[src/rtl/dmem_dump_reader.sv]
// Post-run data-memory dump: reads a contiguous word window through the memory's
// synchronous read port and streams it out. Optional trailing checksum word: DMEM_DUMP_CHECKSUM_EN.
module dmem_dump_reader #(
    parameter int ADDR_W = 10,
    parameter int DATA_W = 32
) (
    input  logic              clk,
    input  logic              rst_n,
    input  logic              start,
    input  logic [ADDR_W-1:0] base_addr,
    input  logic [ADDR_W:0]   word_count,
    output logic              busy,
    output logic              done,
    output logic              mem_re,
    output logic [ADDR_W-1:0] mem_addr,
    input  logic [DATA_W-1:0] mem_rdata,
    output logic              out_valid,
    output logic [DATA_W-1:0] out_data,
    output logic              out_last,
    input  logic              out_ready,
    output logic [2:0]        state_dbg
);

    typedef enum logic [2:0] {
        IDLE = 3'd0,
        READ = 3'd1,
        CAPT = 3'd2,
        SEND = 3'd3,
`ifdef DMEM_DUMP_CHECKSUM_EN
        CSUM = 3'd4,
`endif
        FIN  = 3'd5
    } state_t;

    localparam logic [ADDR_W:0] ONE_LEFT = 1;

    state_t            state;
    logic [ADDR_W-1:0] addr;
    logic [ADDR_W:0]   remaining;
    logic              handshake;
`ifdef DMEM_DUMP_CHECKSUM_EN
    logic [DATA_W-1:0] checksum;
`endif

    // A word transfers on a rising edge where out_valid && out_ready; once out_valid
    // rises, out_valid/out_data/out_last hold until that edge, whatever out_ready does.
    assign handshake = out_valid && out_ready;
    assign state_dbg = state;

    always_ff @(posedge clk or negedge rst_n) begin
        if (!rst_n) begin
            state     <= IDLE;
            addr      <= '0;
            remaining <= '0;
            busy      <= 1'b0;
            done      <= 1'b0;
            mem_re    <= 1'b0;
            mem_addr  <= '0;
            out_valid <= 1'b0;
            out_data  <= '0;
            out_last  <= 1'b0;
`ifdef DMEM_DUMP_CHECKSUM_EN
            checksum  <= '0;
`endif
        end else begin
            done <= 1'b0;
            case (state)
                IDLE: begin
                    if (start) begin
                        if (word_count != '0) begin
                            addr      <= base_addr;
                            remaining <= word_count;
                            mem_re    <= 1'b1;
                            mem_addr  <= base_addr;
                            busy      <= 1'b1;
                            state     <= READ;
`ifdef DMEM_DUMP_CHECKSUM_EN
                            checksum  <= '0;
`endif
                        end else begin
                            // Empty window: finish without touching memory.
                            done  <= 1'b1;
                            state <= FIN;
                        end
                    end
                end
                READ: begin
                    mem_re <= 1'b0;
                    state  <= CAPT;
                end
                CAPT: begin
                    out_data  <= mem_rdata;
                    out_valid <= 1'b1;
                    remaining <= remaining - ONE_LEFT;
                    addr      <= addr + 1'b1;
`ifdef DMEM_DUMP_CHECKSUM_EN
                    checksum  <= checksum + mem_rdata;
                    out_last  <= 1'b0;
`else
                    out_last  <= (remaining == ONE_LEFT);
`endif
                    state     <= SEND;
                end
                SEND: begin
                    if (handshake) begin
                        if (remaining != '0) begin
                            out_valid <= 1'b0;
                            out_last  <= 1'b0;
                            mem_re    <= 1'b1;
                            mem_addr  <= addr;
                            state     <= READ;
                        end else begin
`ifdef DMEM_DUMP_CHECKSUM_EN
                            out_valid <= 1'b1;
                            out_data  <= checksum;
                            out_last  <= 1'b1;
                            state     <= CSUM;
`else
                            out_valid <= 1'b0;
                            out_last  <= 1'b0;
                            busy      <= 1'b0;
                            done      <= 1'b1;
                            state     <= FIN;
`endif
                        end
                    end
                end
`ifdef DMEM_DUMP_CHECKSUM_EN
                CSUM: begin
                    if (handshake) begin
                        out_valid <= 1'b0;
                        out_last  <= 1'b0;
                        busy      <= 1'b0;
                        done      <= 1'b1;
                        state     <= FIN;
                    end
                end
`endif
                FIN: begin
                    state <= IDLE;
                end
                default: begin
                    state <= IDLE;
                end
            endcase
        end
    end

endmodule

[config.mk]
export PLATFORM = sky130hd
export DESIGN_NAME = dmem_dump_reader
export DESIGN_NICKNAME = d
export VERILOG_FILES = /design/src/rtl/dmem_dump_reader.sv
export SDC_FILE = /design/constraint.sdc
export NUM_CORES = 1
export LEC_CHECK = 0
export BUFFER_PORTS_ARGS = -buffer_cell sky130_fd_sc_hd__clkbuf_2
export CAP_MARGIN = 40
export CORE_MARGIN = 4
export CORE_UTILIZATION = 48
export CTS_BUF_LIST = sky130_fd_sc_hd__clkbuf_2 sky130_fd_sc_hd__clkbuf_4 sky130_fd_sc_hd__clkbuf_8
export DETAILED_ROUTE_END_ITERATION = 10
export PLACE_DENSITY = 0.78
export SYNTH_ARGS = -nofsm -noshare
export SYNTH_HDL_FRONTEND = slang
export SYNTH_SLANG_ARGS = --single-unit
[constraint.sdc]
create_clock -name clk -period 2.3 [get_ports clk]
set_input_delay 0.345 -clock clk [delete_from_list [all_inputs] [get_ports clk]]
set_output_delay 0.345 -clock clk [all_outputs]
set_load 0.01 [all_outputs]
## Yosys cells after proc, flatten, opt, wreduce, memory -nomap -nowiden

Cells that the tools add are included.

- Register bits after elaboration: 71
- Latch bits: 0
- Memory bits (writable): 0
- Memory bits (read-only): 0
- Bits of input ports: 57
- Memories kept: 0

- Add/subtract/negate cells: 2
- Multipliers: 0
- Divide/modulo/power cells: 0
- Magnitude comparators: 0
- Equality and inequality tests: 9
- Shift-type cells: 0
- Muxes and demuxes: 30
- Bitwise operators: 0
- Reduce and logical (&&, ||, !) cells: 14

Operator list:

| operator | number |
|---|---|
| $mux 10 | 4 |
| $pmux 10 s2 | 2 |
| $mux 11 | 2 |
| $pmux 11 s2 | 1 |
| $reduce_bool 11->1 | 2 |
| $reduce_and 5->1 | 3 |
| $mux 3 | 4 |
| $pmux 3 s4 | 1 |
| $eq 11x1->1 const B | 1 |
| $mux 1 | 11 |
| $sub 11x1->11 const B | 1 |
| $add 10x1->10 const B | 1 |
| $ne 2x2->1 const B | 5 |
| $pmux 1 s2 | 4 |
| $eq 3x2->1 const B | 2 |
| $reduce_bool 2->1 | 3 |
| $reduce_and 2->1 | 2 |
| $eq 3x1->1 const B | 1 |
| $logic_not 3->1 | 1 |
| $pmux 1 s3 | 1 |
| $reduce_and 3->1 | 1 |
| $reduce_bool 3->1 | 1 |
| $logic_and 1x1->1 | 1 |

## Logic depth before layout (Yosys ltp)

- Depth after elaboration: 4
- Gate-level depth with buffers: 7
- Gate-level depth less buffers: 6

## Least setup slack after synthesis

OpenSTA, ideal clock, no wires.

- Path kind: reg-to-reg
- From: reg remaining[4]
- To: reg mem_addr[0]
- Setup time: 125 ps
- Arrival time: 2,218 ps
- Slack: -42 ps
- Cell stages (with the launch flop): 8
- Period minus slack after synthesis: 2,342 ps
- Cells stage by stage: dfrtp_1 buf_6 or4_4 buf_6 or4_4 buf_6 nand3_4 mux2_2

- Longest elaborated chain between the ends: 3

RTL lines:

| item | RTL line | RTL |
|---|---|---|
| from (decl) | 39 | `logic [ADDR_W:0] remaining;` |
| from (signal assigned) | 72 | `remaining <= word_count;` |
| from (signal assigned) | 94 | `remaining <= remaining - ONE_LEFT;` |
| $reduce_bool 11->1 | 106 | `if (remaining != '0) begin` |
| $ne 2x2->1 (no line) | -- |  |
| $reduce_and 5->1 (no line) | -- |  |
| to (signal assigned) | 74 | `mem_addr <= base_addr;` |
| to (signal assigned) | 110 | `mem_addr <= addr;` |
| to (decl) | 15 | `output logic [ADDR_W-1:0] mem_addr,` |

No other way between the ends.
A chain may end at the register's enable or synchronous reset.

## Worst setup path after layout

- From: reg remaining[5]
- To: reg mem_addr[7]

The elaborated chain is that of the path after synthesis.

==> flow_summary.toml <==
[critical_path]
crit_arrival_ps = 2460
timing_worst_setup_path_type = "reg -> reg"
timing.critical_path.required_ps = 2530
cp-start-kind = "flop"
setup.worst_path.end_class = "flop"
worstPathMaxFanout = 10

[outcome]
result_of_the_run = "complete, no violations"

[yosys]
synth_warnings = 0
synth_top_area_share_pct = 50.3
post-synth-top-area-cell = "sky130_fd_sc_hd__dfrtp_1"
post_synth_edffs = 0
yosys.area_share.xor_xnor_pct = 0
postSynth.asyncResetShare_pct = 100
synth_flop_cell = "sky130_fd_sc_hd__dfrtp_1"
distinct_cells_synth = 48
synth.yosys.seq_area_share_pct = 50.3
synth_compound_area_share_pct = 14.1
postSynthCellCount = 383
postSynthNetCount = 444
synth_adder_area_share_pct = 1.42
post_synth_and_or_nand_nor_area_fraction_pct = 23.3
main_combinational_cell_family_by_area_after_synthesis = "simple AND/OR/NAND/NOR gates"
post_synth_instance_area_sq_mm = 0.00353
ys_seq_elements = 71
post_synth_main_area_contributors = "sky130_fd_sc_hd__dfrtp_1, sky130_fd_sc_hd__nand2_1, sky130_fd_sc_hd__mux2_2"
post_synth.cell_area_avg_sq_um = 9.22
synth_mux_area_share_pct = 6.66

[floorplanning]
fp.dieH_um = 93.8
std_cell_rows = 30
design.die.area_sq_mm = 0.00879
die_w_um = 93.8
core_area_sq_mm = 0.00698
pin_count = 107
initial_core_util_pct = 50.6

[detailed_routing]
route.final.wire_length_mm = 8.94
drc = 0
post_drt_wl_per_cell_um = 15.1
drt_pass1_iterations = 4
route.vias.total = 3212
avgViaCountPerCell = 5.43
route.antenna.remaining_nets = 0
detailedRoute.firstIterationViolations = 217

[global_routing]
grt_antenna_before_repair = 0
maximum_number_of_pins_on_one_net_before_global_route_repair = 72
first_pass_grt_wire_length_mm = 15.0
grt_use_total_pct = 21.4
globalRouteOverflowTotal = 0
vias_in_the_first_global_route = 3242

[timing]
final.min_clock_period_ps = 2230
fin_worst_skew_ps = 8.46
timing.slew.headroom_pct = 60.5
timing.final.max_slew_violations = 0
transition_at_the_pin_with_the_smallest_max_transition_slack_ps = 592
final.period_utilization_pct = 97.1
setup_viol = 0
hold_viol = 0
grt_setup_unrepaired = "no"
clock.fmax_mhz = 448

[finish]
sequential_cell_area_sq_mm = 0.00178
design_area_sq_mm = 0.00453
antennaDiodeCount = 0
synthToLayoutAreaGrowth_pct = 28.3
multi_input_area_sq_mm = 0.00167
drive_gt1_share_pct = 35.1
layout_nets = 552
final_cells = 592
fillers = 617

[cts]
cts_buffers = 9
cts_buffer_depth = 2
cts_tree = "done"
clk-insertion-delay-late_ps = 340
cts-hold-fix-buffers = 0
clk_pin_slew_worst_paths_ps = 80
root_buffer = "sky130_fd_sc_hd__clkbuf_8"
clock_sink_count = 71
htreeDepth = 3

[power]
power.leakage_nw = 2.29
irDropWorstVdd_mv = 0.647
post-layout-total-power_w = 0.00570
power.density_cell_area_mw_per_mm2 = 1260

[placed_design]
placedInstanceArea_sq_mm = 0.00425
dpl.hpwl_mm = 6.16
buffer_ports.inserted = 106
place_congestion = 0.801
dp.cells = 574

[run]
maxCapViolations = 0

[min_path]
min-delay-path-class = "in -> async"
sequential cells by signal, indices dropped and copies added (netlist names):
register / cells
remaining: 11
addr: 10
mem_addr: 10
done: 1
out_valid: 1
busy: 1
mem_re: 1
out_data: 32
state_dbg: 3
out_last: 1
stage by stage:
stage               setup TNS [ps]  util [%]  hold WS [ps]  setup slack, ps
finish                           0      64.9          16.3             67.1
global route                     0      64.9          43.3             4.24
CTS                              0      64.3          24.0             5.75
detailed placement            -158      60.8           410            -43.3
global placement                 0      60.8           401             50.6
floorplan                        0         -          49.4             15.6
worst max-delay path, cell delays in order (launching register included):
cell	delay, ps
sky130_fd_sc_hd__dfrtp_1	430
sky130_fd_sc_hd__or4_4	570
sky130_fd_sc_hd__or4_4	590
sky130_fd_sc_hd__nand3_4	200
sky130_fd_sc_hd__mux2_4	320
synthesized netlist by cell type (4+ instances only):
| master | n |
|---|---|
| sky130_fd_sc_hd__inv_1 | 7 |
| sky130_fd_sc_hd__nor4_1 | 5 |
| sky130_fd_sc_hd__mux2_2 | 20 |
| sky130_fd_sc_hd__dfrtp_1 | 71 |
| sky130_fd_sc_hd__ha_1 | 4 |
| sky130_fd_sc_hd__o21ai_0 | 15 |
| sky130_fd_sc_hd__o2bb2ai_1 | 8 |
| sky130_fd_sc_hd__a22oi_1 | 4 |
| sky130_fd_sc_hd__nor3_1 | 8 |
| sky130_fd_sc_hd__clkbuf_1 | 20 |
| sky130_fd_sc_hd__nand4_1 | 4 |
| sky130_fd_sc_hd__nand2_1 | 114 |
| sky130_fd_sc_hd__nor2_1 | 14 |
| sky130_fd_sc_hd__a31oi_1 | 11 |
| sky130_fd_sc_hd__a21oi_1 | 17 |
| sky130_fd_sc_hd__nand3_1 | 11 |
metal layers:
metal / routed length (um) / GRT usage (%) / up-vias
met4: 116 / 8.30 / 0
li1: - / - / 1559
met1: 3920 / 27.4 / 1520
met2: 4240 / 35.2 / 122
met5: 0 / 0 / -
met3: 657 / 4.73 / 11
worst paths after layout:
kind                                                from                      end  slack [ps]  depth (start not counted)
worst max-delay path            remaining[5]$_DFFE_PN0P_  mem_addr[7]$_DFFE_PN0P_          70                          4
min in group clk                            mem_rdata[1]  out_data[1]$_DFFE_PN0N_         190                          3
max in group asynchronous                          rst_n  mem_addr[8]$_DFFE_PN0P_        1970                          2
worst min-delay path                               rst_n  out_data[0]$_DFFE_PN0N_          20                          2
worst min register to register   out_data[1]$_DFFE_PN0N_  out_data[1]$_DFFE_PN0N_         480                          2
worst max register to register  remaining[5]$_DFFE_PN0P_  mem_addr[7]$_DFFE_PN0P_          70                          4
report_power, final:
part	internal, W	switching, W
Combinational	0.00105	0.00120
Clock	0.000724	0.000503
Sequential	0.00181	0.000417
Total	0.00358	0.00212
layout by cell type (no fill, tap or decap), types with 5 or more instances in the layout:
cell type | synthesis | layout
sky130_fd_sc_hd__a31oi_1 | 11 | 11
sky130_fd_sc_hd__inv_1 | 7 | 5
sky130_fd_sc_hd__nor4_1 | 5 | 5
sky130_fd_sc_hd__nor3_1 | 8 | 8
sky130_fd_sc_hd__mux2_4 | 0 | 10
sky130_fd_sc_hd__a21oi_1 | 17 | 17
sky130_fd_sc_hd__o21ai_0 | 15 | 15
sky130_fd_sc_hd__mux2_2 | 20 | 10
sky130_fd_sc_hd__clkbuf_2 | 0 | 105
sky130_fd_sc_hd__dfrtp_1 | 71 | 71
sky130_fd_sc_hd__clkbuf_8 | 0 | 9
sky130_fd_sc_hd__nor2_1 | 14 | 14
sky130_fd_sc_hd__buf_4 | 0 | 14
sky130_fd_sc_hd__nand2_1 | 114 | 114
sky130_fd_sc_hd__nand3_1 | 11 | 11
sky130_fd_sc_hd__o2bb2ai_1 | 8 | 8
cell type report:
cell class,count,area share [%]
Sequential cell,71,39.2
Multi-Input combinational cell,279,37.0
Timing Repair Buffer,123,15.2
Clock buffer,9,2.74
Clock inverter,7,2.65
Tap cell,96,2.65
Inverter,7,0.580
timing repair:
item,4_1_cts,5_1_grt
gates resized for setup,1,3
pin swaps,1,1
endpoints found under the setup margin,11,4
cloned,0,0
setup buffers,0,2
logic make-up after synthesis:
group / count (synthesis)
muxes: 21
adders and majority gates: 4
AOI/OAI and AO/OA: 75
buffers and inverters: 33
and+or+nand+nor: 179
DFF: 71
Power figures use the tool's default switching activity.
